--- src/rtl/pc_seq_ras_pkg.sv ---
// Shared operation encoding for the fetch-path program counter.
// Codes 5-7 are left undefined on purpose; the PC treats them as SEQ.
package pc_pkg;

    localparam int OP_W = 3;

    typedef enum logic [OP_W-1:0] {
        SEQ  = 3'd0,
        JMP  = 3'd1,
        BR   = 3'd2,
        CALL = 3'd3,
        RET  = 3'd4
    } pc_op_e;

endpackage

--- src/rtl/ras_stack.sv ---
// Circular LIFO of return addresses. Pushing while full overwrites the oldest
// entry, and popping while empty is ignored.
module ras_stack #(
    parameter int DEPTH = 4,
    parameter int W     = 6
) (
    input  logic                       clk,
    input  logic                       rst,
    input  logic                       push,
    input  logic                       pop,
    input  logic [W-1:0]               din,
    output logic [W-1:0]               top,
    output logic [$clog2(DEPTH+1)-1:0] count,
    output logic                       full,
    output logic                       empty
);

    localparam int SP_W  = (DEPTH > 1) ? $clog2(DEPTH) : 1;
    localparam int CNT_W = $clog2(DEPTH + 1);
    localparam logic [SP_W-1:0]  SP_LAST = SP_W'(DEPTH - 1);
    localparam logic [CNT_W-1:0] CNT_MAX = CNT_W'(DEPTH);

    logic [W-1:0]    mem [DEPTH];
    logic [SP_W-1:0] sp;
    logic [SP_W-1:0] sp_inc;
    logic [SP_W-1:0] sp_dec;

    // sp points at the next free slot. When the stack is full, that slot holds the oldest entry.
    assign sp_inc = (sp == SP_LAST) ? '0 : sp + SP_W'(1);
    assign sp_dec = (sp == '0) ? SP_LAST : sp - SP_W'(1);

    assign top   = mem[sp_dec];
    assign full  = (count == CNT_MAX);
    assign empty = (count == '0);

    always_ff @(posedge clk or posedge rst) begin
        if (rst) begin
            sp    <= '0;
            count <= '0;
            for (int i = 0; i < DEPTH; i++) begin
                mem[i] <= '0;
            end
        end else if (push) begin
            mem[sp] <= din;
            sp      <= sp_inc;
            if (!full) begin
                count <= count + CNT_W'(1);
            end
        end else if (pop && !empty) begin
            sp    <= sp_dec;
            count <= count - CNT_W'(1);
        end
    end

endmodule

--- src/rtl/pc_seq_ras.sv ---
// Configurable-width program counter for the fetch path. It supports step, jump,
// relative branch and call/return through a small return-address stack.
module pc_seq_ras
    import pc_pkg::*;
#(
    parameter int PC_W      = 6,
    parameter int OFF_W     = 6,
    parameter int STEP      = 1,
    parameter int RAS_DEPTH = 4,
    parameter int RESET_PC  = 0
) (
    input  logic                           clk,
    input  logic                           rst,
    input  logic                           en,
    input  logic [OP_W-1:0]                op,
    input  logic [PC_W-1:0]                target,
    input  logic [OFF_W-1:0]               offset,
    input  logic                           clr_err,
    output logic [PC_W-1:0]                pc,
    output logic [PC_W-1:0]                pc_next,
    output logic [$clog2(RAS_DEPTH+1)-1:0] ras_count,
    output logic                           ras_full,
    output logic                           ras_empty,
    output logic                           ras_ovf,
    output logic                           ras_unf
);

    generate
        if (OFF_W > PC_W) begin : g_bad_off_w
            $error("pc_seq_ras: OFF_W must not exceed PC_W");
        end
        if (RAS_DEPTH < 2) begin : g_bad_depth
            $error("pc_seq_ras: RAS_DEPTH must be at least 2");
        end
    endgenerate

    pc_op_e          op_e;
    logic [PC_W-1:0] seq_pc;
    logic [PC_W-1:0] br_pc;
    logic [PC_W-1:0] ret_addr;
    logic [PC_W-1:0] op_pc;
    logic            is_call;
    logic            is_ret;

    assign op_e = pc_op_e'(op);

    // Both sums wrap modulo 2^PC_W. The offset is sign-extended before it is added.
    assign seq_pc = pc + PC_W'(STEP);
    assign br_pc  = pc + PC_W'(signed'(offset));

    always_comb begin
        op_pc = seq_pc;
        case (op_e)
            JMP, CALL: op_pc = target;
            BR:        op_pc = br_pc;
            RET:       op_pc = ras_empty ? seq_pc : ret_addr;
            default:   op_pc = seq_pc;
        endcase
    end

    assign pc_next = en ? op_pc : pc;
    assign is_call = en && (op_e == CALL);
    assign is_ret  = en && (op_e == RET);

    ras_stack #(
        .DEPTH (RAS_DEPTH),
        .W     (PC_W)
    ) u_ras (
        .clk   (clk),
        .rst   (rst),
        .push  (is_call),
        .pop   (is_ret),
        .din   (seq_pc),
        .top   (ret_addr),
        .count (ras_count),
        .full  (ras_full),
        .empty (ras_empty)
    );

    // The set is written after the clear, so an error on the same edge as clr_err still sticks.
    always_ff @(posedge clk or posedge rst) begin
        if (rst) begin
            pc      <= PC_W'(RESET_PC);
            ras_ovf <= 1'b0;
            ras_unf <= 1'b0;
        end else begin
            if (en) begin
                pc <= pc_next;
            end
            if (clr_err) begin
                ras_ovf <= 1'b0;
                ras_unf <= 1'b0;
            end
            if (is_call && ras_full) begin
                ras_ovf <= 1'b1;
            end
            if (is_ret && ras_empty) begin
                ras_unf <= 1'b1;
            end
        end
    end

endmodule

--- config.mk ---
export PLATFORM = sky130hd
export DESIGN_NAME = pc_seq_ras
export DESIGN_NICKNAME = d
export VERILOG_FILES = /design/src/rtl/pc_seq_ras_pkg.sv /design/src/rtl/ras_stack.sv /design/src/rtl/pc_seq_ras.sv
export SDC_FILE = /design/constraint.sdc
export NUM_CORES = 1
export LEC_CHECK = 0
export ABC_AREA = 1
export BUFFER_PORTS_ARGS = -buffer_cell sky130_fd_sc_hd__clkbuf_2
export CAP_MARGIN = 20
export CORE_UTILIZATION = 51
export DETAILED_ROUTE_END_ITERATION = 8
export PLACE_DENSITY = 0.73
export SYNTH_ARGS = -nofsm -noshare
export SYNTH_HDL_FRONTEND = slang
export SYNTH_HIERARCHICAL = 1
export SYNTH_SLANG_ARGS = --single-unit
export TNS_END_PERCENT = 50
--- constraint.sdc ---
create_clock -name clk -period 2.7 [get_ports clk]
set_input_delay 0.54 -clock clk [delete_from_list [all_inputs] [get_ports clk]]
set_output_delay 0.54 -clock clk [all_outputs]
set_load 0.02 [all_outputs]
* Word level (Yosys, flattened, before mapping)
Cells that the tools add are included.
** Cells by class
- Add/subtract/negate cells :: 6
- $mul :: 0
- Div/mod/pow operators :: 0
- Order comparisons :: 3
- Equal/unequal tests :: 7
- Shift operators :: 0
- Multiplexer cells :: 19
- Bitwise operators :: 2
- Reductions and logical operators :: 14
** Operator list (count)
- 6-bit two-way mux :: 5
- 24-bit bitwise mux :: 1
- 6-bit one-hot mux with 3 select lines :: 1
- 6-bit binary-select mux with 2-bit select :: 1
- 6-bit demux with 2-bit select :: 1
- 3-bit two-way mux :: 3
- 2-bit two-way mux :: 4
- 6-bit by 1-bit adder with 6-bit output, second input constant :: 1
- 6-bit adder :: 1
- 3-bit by 2-bit == test with 1-bit output, second input constant :: 2
- 3-bit == test, second input constant :: 2
- 3-bit >= comparator, second input constant :: 2
- 1-bit logical AND :: 6
- 2-bit NOT with 3-bit output :: 2
- 2-bit nonzero test :: 3
- 3-bit by 1-bit adder with 3-bit output, second input constant :: 1
- 3-bit by 1-bit == test with 1-bit output, second input constant :: 1
- 3-bit zero test :: 1
- 3-bit by 1-bit < comparator with 1-bit output, second input constant :: 1
- 1-bit two-way mux :: 3
- 3-bit by 1-bit subtractor with 3-bit output, second input constant :: 1
- 2-bit by 1-bit adder with 2-bit output, second input constant :: 1
- 2-bit == test, second input constant :: 1
- 2-bit zero test :: 1
- 5 further kinds :: 5
** Storage, ports and cells
- Flip-flop bits (word level) :: 37
- Bits in latches :: 0
- Memory bits (writable) :: 0
- Memory bits (read-only) :: 0
- Input port bits :: 19
- Output and inout port bits :: 19
- Memories kept :: 0

* Logic depth before layout (Yosys ltp)
- Word-level depth :: 9
- Mapped depth :: 13
- Mapped depth without buffers :: 12

* By module
The synthesis kept the hierarchy.
** By module, submodules not included
- ras_stack :: instances 1, cells each 174, area each 1511.4 sq um, seq. area each 725.7 sq um
- pc_seq_ras :: instances 1, cells each 151, area each 932.1 sq um, seq. area each 200.2 sq um

* Least setup slack after synthesis
No wires, ideal clock.
- Kind :: register to output
- Start point :: register u_ras.sp[0]
- End point :: output port pc_next[0]
- Arrival time :: 1970 ps
- Required time :: 2160 ps
- Setup slack :: 190 ps
- Cell stages (with the launch flop) :: 13
- Buffers on the path :: 2
- Cell sequence :: dfrtp_1 > inv_2 > buf_4 > ha_1 > buf_2 > inv_1 > o21ai_0 > o22ai_1 > nand2_1 > o21a_1 > nand3_1 > a21oi_1 > a21oi_1
** Between the ends
- Longest elaborated chain between the ends :: 9
- Elaborated cells on any way between the ends :: 10
- Those cells by class :: 1 x add/sub; 7 x mux; 1 x bitwise; 1 x reduce/logical
** RTL lines
- from (decl) :: RTL line ras_stack.sv:24 : logic [SP_W-1:0] sp;
- from (signal assigned) :: RTL line ras_stack.sv:45 : sp <= sp_inc;
- from (signal assigned) :: RTL line ras_stack.sv:50 : sp <= sp_dec;
- 2-bit by 1-bit subtractor with 2-bit output / 2-bit zero test (equally long branches) :: RTL line ras_stack.sv:30 : assign sp_dec = (sp == '0) ? SP_LAST : sp - SP_W'(1);
- 2-bit two-way mux (*) :: RTL line ras_stack.sv:30
- 2-bit NOT with 3-bit output (not written as such) (*) :: RTL line ras_stack.sv:32 : assign top = mem[sp_dec];
- 6-bit binary-select mux with 2-bit select (*) :: RTL line ras_stack.sv:32
- 6-bit two-way mux (not written as such) (*) (2 in series) :: RTL line ras_stack.sv:32
- named net ret_addr[0] :: RTL line pc_seq_ras.sv:40 : logic [PC_W-1:0] ret_addr;
- 6-bit two-way mux (*) :: RTL line pc_seq_ras.sv:56 : RET: op_pc = ras_empty ? seq_pc : ret_addr;
- 6-bit one-hot mux with 3 select lines (*) :: RTL line pc_seq_ras.sv:53 : case (op_e)
- 6-bit two-way mux (*) :: RTL line pc_seq_ras.sv:61 : assign pc_next = en ? op_pc : pc;
- to (decl) :: RTL line pc_seq_ras.sv:20 : output logic [PC_W-1:0] pc_next,
Mark *: on every way through the listed nets, which the timed path passes. The rest lies on a longest branch. The select of a mux whose other input is x is not followed.

* Worst setup path after layout
- Start point :: register u_ras.sp[1]
- End point :: output port pc_next[1]
Same word-level chain as after synthesis.

==> impl_metrics.tcl <==
set metrics [dict create \
    tns_ns 0 \
    cts-root-buf "clkbuf_8" \
    place_ws_ns 0.182 \
    fmax_mhz 393 \
    area_delta_synth_final_pct 14.9 \
    vias_per_cell 5.12 \
    final.fill_count 385 \
    die_w_um 71.2 \
    p_leak_nw 1.51 \
    hpwl_um 4140 \
    vias 2146 \
    timing.rr.end "pc[5]$_DFFE_PP0P_" \
    track_usage_pct 22.8 \
    final_area_sq_um 2810 \
    ant_nets 0 \
    rsz0062_at_grt "no" \
    core_sq_um 4470 \
    initial_utilization_pct 54.6 \
    place_inst 410 \
    setup_viol 0 \
    synthTopCellsByArea "dfrtp_1, nand2_1, o21ai_1" \
    synth_largest_area_cell "dfrtp_1" \
    synth_top_area_share_pct 37.9 \
    cts_buffers 5 \
    async_flop_share_pct 100 \
    finalCriticalPeriod_ns 2.54 \
    finalCoreUtilization_pct 62.8 \
    synthCells 325 \
    layout-drive-gt1-share_pct 24.3 \
    finalClockSkew_ns 0.00417 \
    layout.cells.non_filler 419 \
    synth-edff-count 0 \
    io_buffers 37 \
    path_clk_slew_ns 0.08 \
    dieArea_sq_um 5070 \
    syn_area_per_cell_sq_um 7.52 \
    peakVddDrop_v 0.000461 \
    start_kind "flip-flop" \
    p_per_area_nw_per_um2 1060 \
    clock-sinks 37 \
    reg2reg_slack_ns 1.04 \
    worstSetupEndpointType "output pin" \
    htree_levels 2 \
    hold_viol 0 \
    grt_start_max_net_pins 30 \
    rows 24 \
    overflow 0 \
    cts_tree "built" \
    antenna_cells 0 \
    grt_pass1_vias 1983 \
    dr.pass1.iters 4 \
    critical_path_class "flip-flop to output pin" \
    required_ns 2.16 \
    fin_nets 397 \
    synth_most_common_cell "nand2_1" \
    clock_path_buffers 2 \
    fin_crit_sh_pct 94.1 \
    seq_area_frac_synth_pct 37.9 \
    routed_wl_um 5250 \
    drv_slew 0 \
    min_path_type "input pin to async pin" \
    cap_violations 0 \
    crit_start "u_ras/sp[1]$_DFFE_PP0P_" \
    outcome "completed" \
    die_y_um 71.2 \
    placed_area_sq_um 2660 \
    finalPower_mw 2.97 \
    grt_antenna_before_repair 0 \
    setup_slack_ns 0.158 \
    netlist_area_sq_um 2440 \
    timing.hold.ws_ns 0.187 \
    ff2ff_path_depth 10 \
    synth_cell_type_count 34 \
    yosys_warnings 6 \
    ys.flop_type "dfrtp_1" \
    crit_path_max_fanout 11 \
    wire_per_inst_um 12.5 \
    ys_seq_elements 37 \
    first_iter_violations 158 \
    cp-endpoint "pc_next[1]" \
    cp.arrival_ns 2.00 \
    pin_count 38 \
    drcViolationCount 0 \
    grt_pass1_wl_um 8970 \
    synth_fp_nets 356 \
    synth_commonest_cells "nand2_1, dfrtp_1, inv_1" \
    r2r_start "pc[2]$_DFFE_PP0P_" \
    clk_latency_ns 0.29 \
    gp_congestion 0.837 \
    maxSlewHeadroom_pct 75.3 \
    worst_slew_pin_slew_ns 0.368 \
]
-- cell families after synthesis --
logic type | Yosys count | share of synthesized area [%]
buf+inv | 50 | 9.88
compound gates | 65 | 15.0
fa+ha+maj | 12 | 6.76
simple gates | 157 | 29.0
flops | 37 | 37.9
xor+xnor | 4 | 1.43
-- flip-flops by register name (all words and copies together) (netlist names) --
name	count
pc	6
u_ras/mem	24
u_ras/count	3
u_ras/sp	2
ras_ovf	1
ras_unf	1
-- area by class of cell --
cell class | count | area, sq um | share of cell area [%]
Inverter | 40 | 155 | 5.53
Clock buffer | 6 | 82.6 | 2.94
Clock inverter | 2 | 37.5 | 1.34
Sequential cell | 37 | 926 | 33.0
Tap cell | 52 | 65.1 | 2.32
Timing Repair Buffer | 44 | 238 | 8.47
Multi-Input combinational cell | 238 | 1300 | 46.4
-- worst min-delay path by stage --
stage / endpoint / slack [ns]
2_1_floorplan: pc[0]$_DFFE_PP0P_ / 0.36
3_3_place_gp: u_ras/mem[16]$_DFFE_PP0P_ / 0.47
3_5_place_dp: u_ras/mem[16]$_DFFE_PP0P_ / 0.46
4_1_cts: pc[1]$_DFFE_PP0P_ / 0.19
5_1_grt: pc[0]$_DFFE_PP0P_ / 0.21
6_report: pc[1]$_DFFE_PP0P_ / 0.19
-- power breakdown --
| group | internal (mW) | leakage [nW] | switching, mW |
|---|---|---|---|
| registers | 0.765 | 0.476 | 0.180 |
| clock network | 0.300 | 0.0574 | 0.205 |
| logic | 0.583 | 0.974 | 0.939 |
| total | 1.65 | 1.51 | 1.32 |
-- routing by layer --
metal	global-route usage (%)	vias to the layer above	share of wire, %	wire length (um)
met5	0	-	0	0
met4	8.00	0	1.4	73
met3	3.94	4	3.1	165
met2	38.2	42	46	2430
met1	29.9	978	49	2580
li1	-	1122	-	-
-- critical path, cell delays in order (launching register included) --
cell	delay, ns
dfrtp_1	0.37
inv_2	0.07
ha_4	0.33
o21ai_0	0.09
o22ai_1	0.17
nand2_1	0.07
o21a_1	0.19
a41oi_1	0.20
clkbuf_2	0.20
-- repair_timing --
item / in CTS / in global routing
resized for setup: 2 / 4
endpoints found under the setup margin: 5 / 6
setup buffers: 0 / 1
hold buffers: 0 / 0
-- cell usage in the layout, fill, tap and decap left out, drive strengths merged --
cell / count
nand4: 1
xor2: 3
o211ai: 1
nand2: 101
o21ai: 44
clkinv: 1
buf: 7
clkinvlp: 1
or2: 1
nand3b: 1
bufinv: 1
ha: 10
inv: 39
a21oi: 13
o21a: 2
nor3: 1
nor2: 27
o22ai: 3
nand3: 24
dfrtp: 37
clkbuf: 43
fa: 2
a41oi: 2
and2: 1
xnor2: 1
Power figures use the tool's default switching activity.
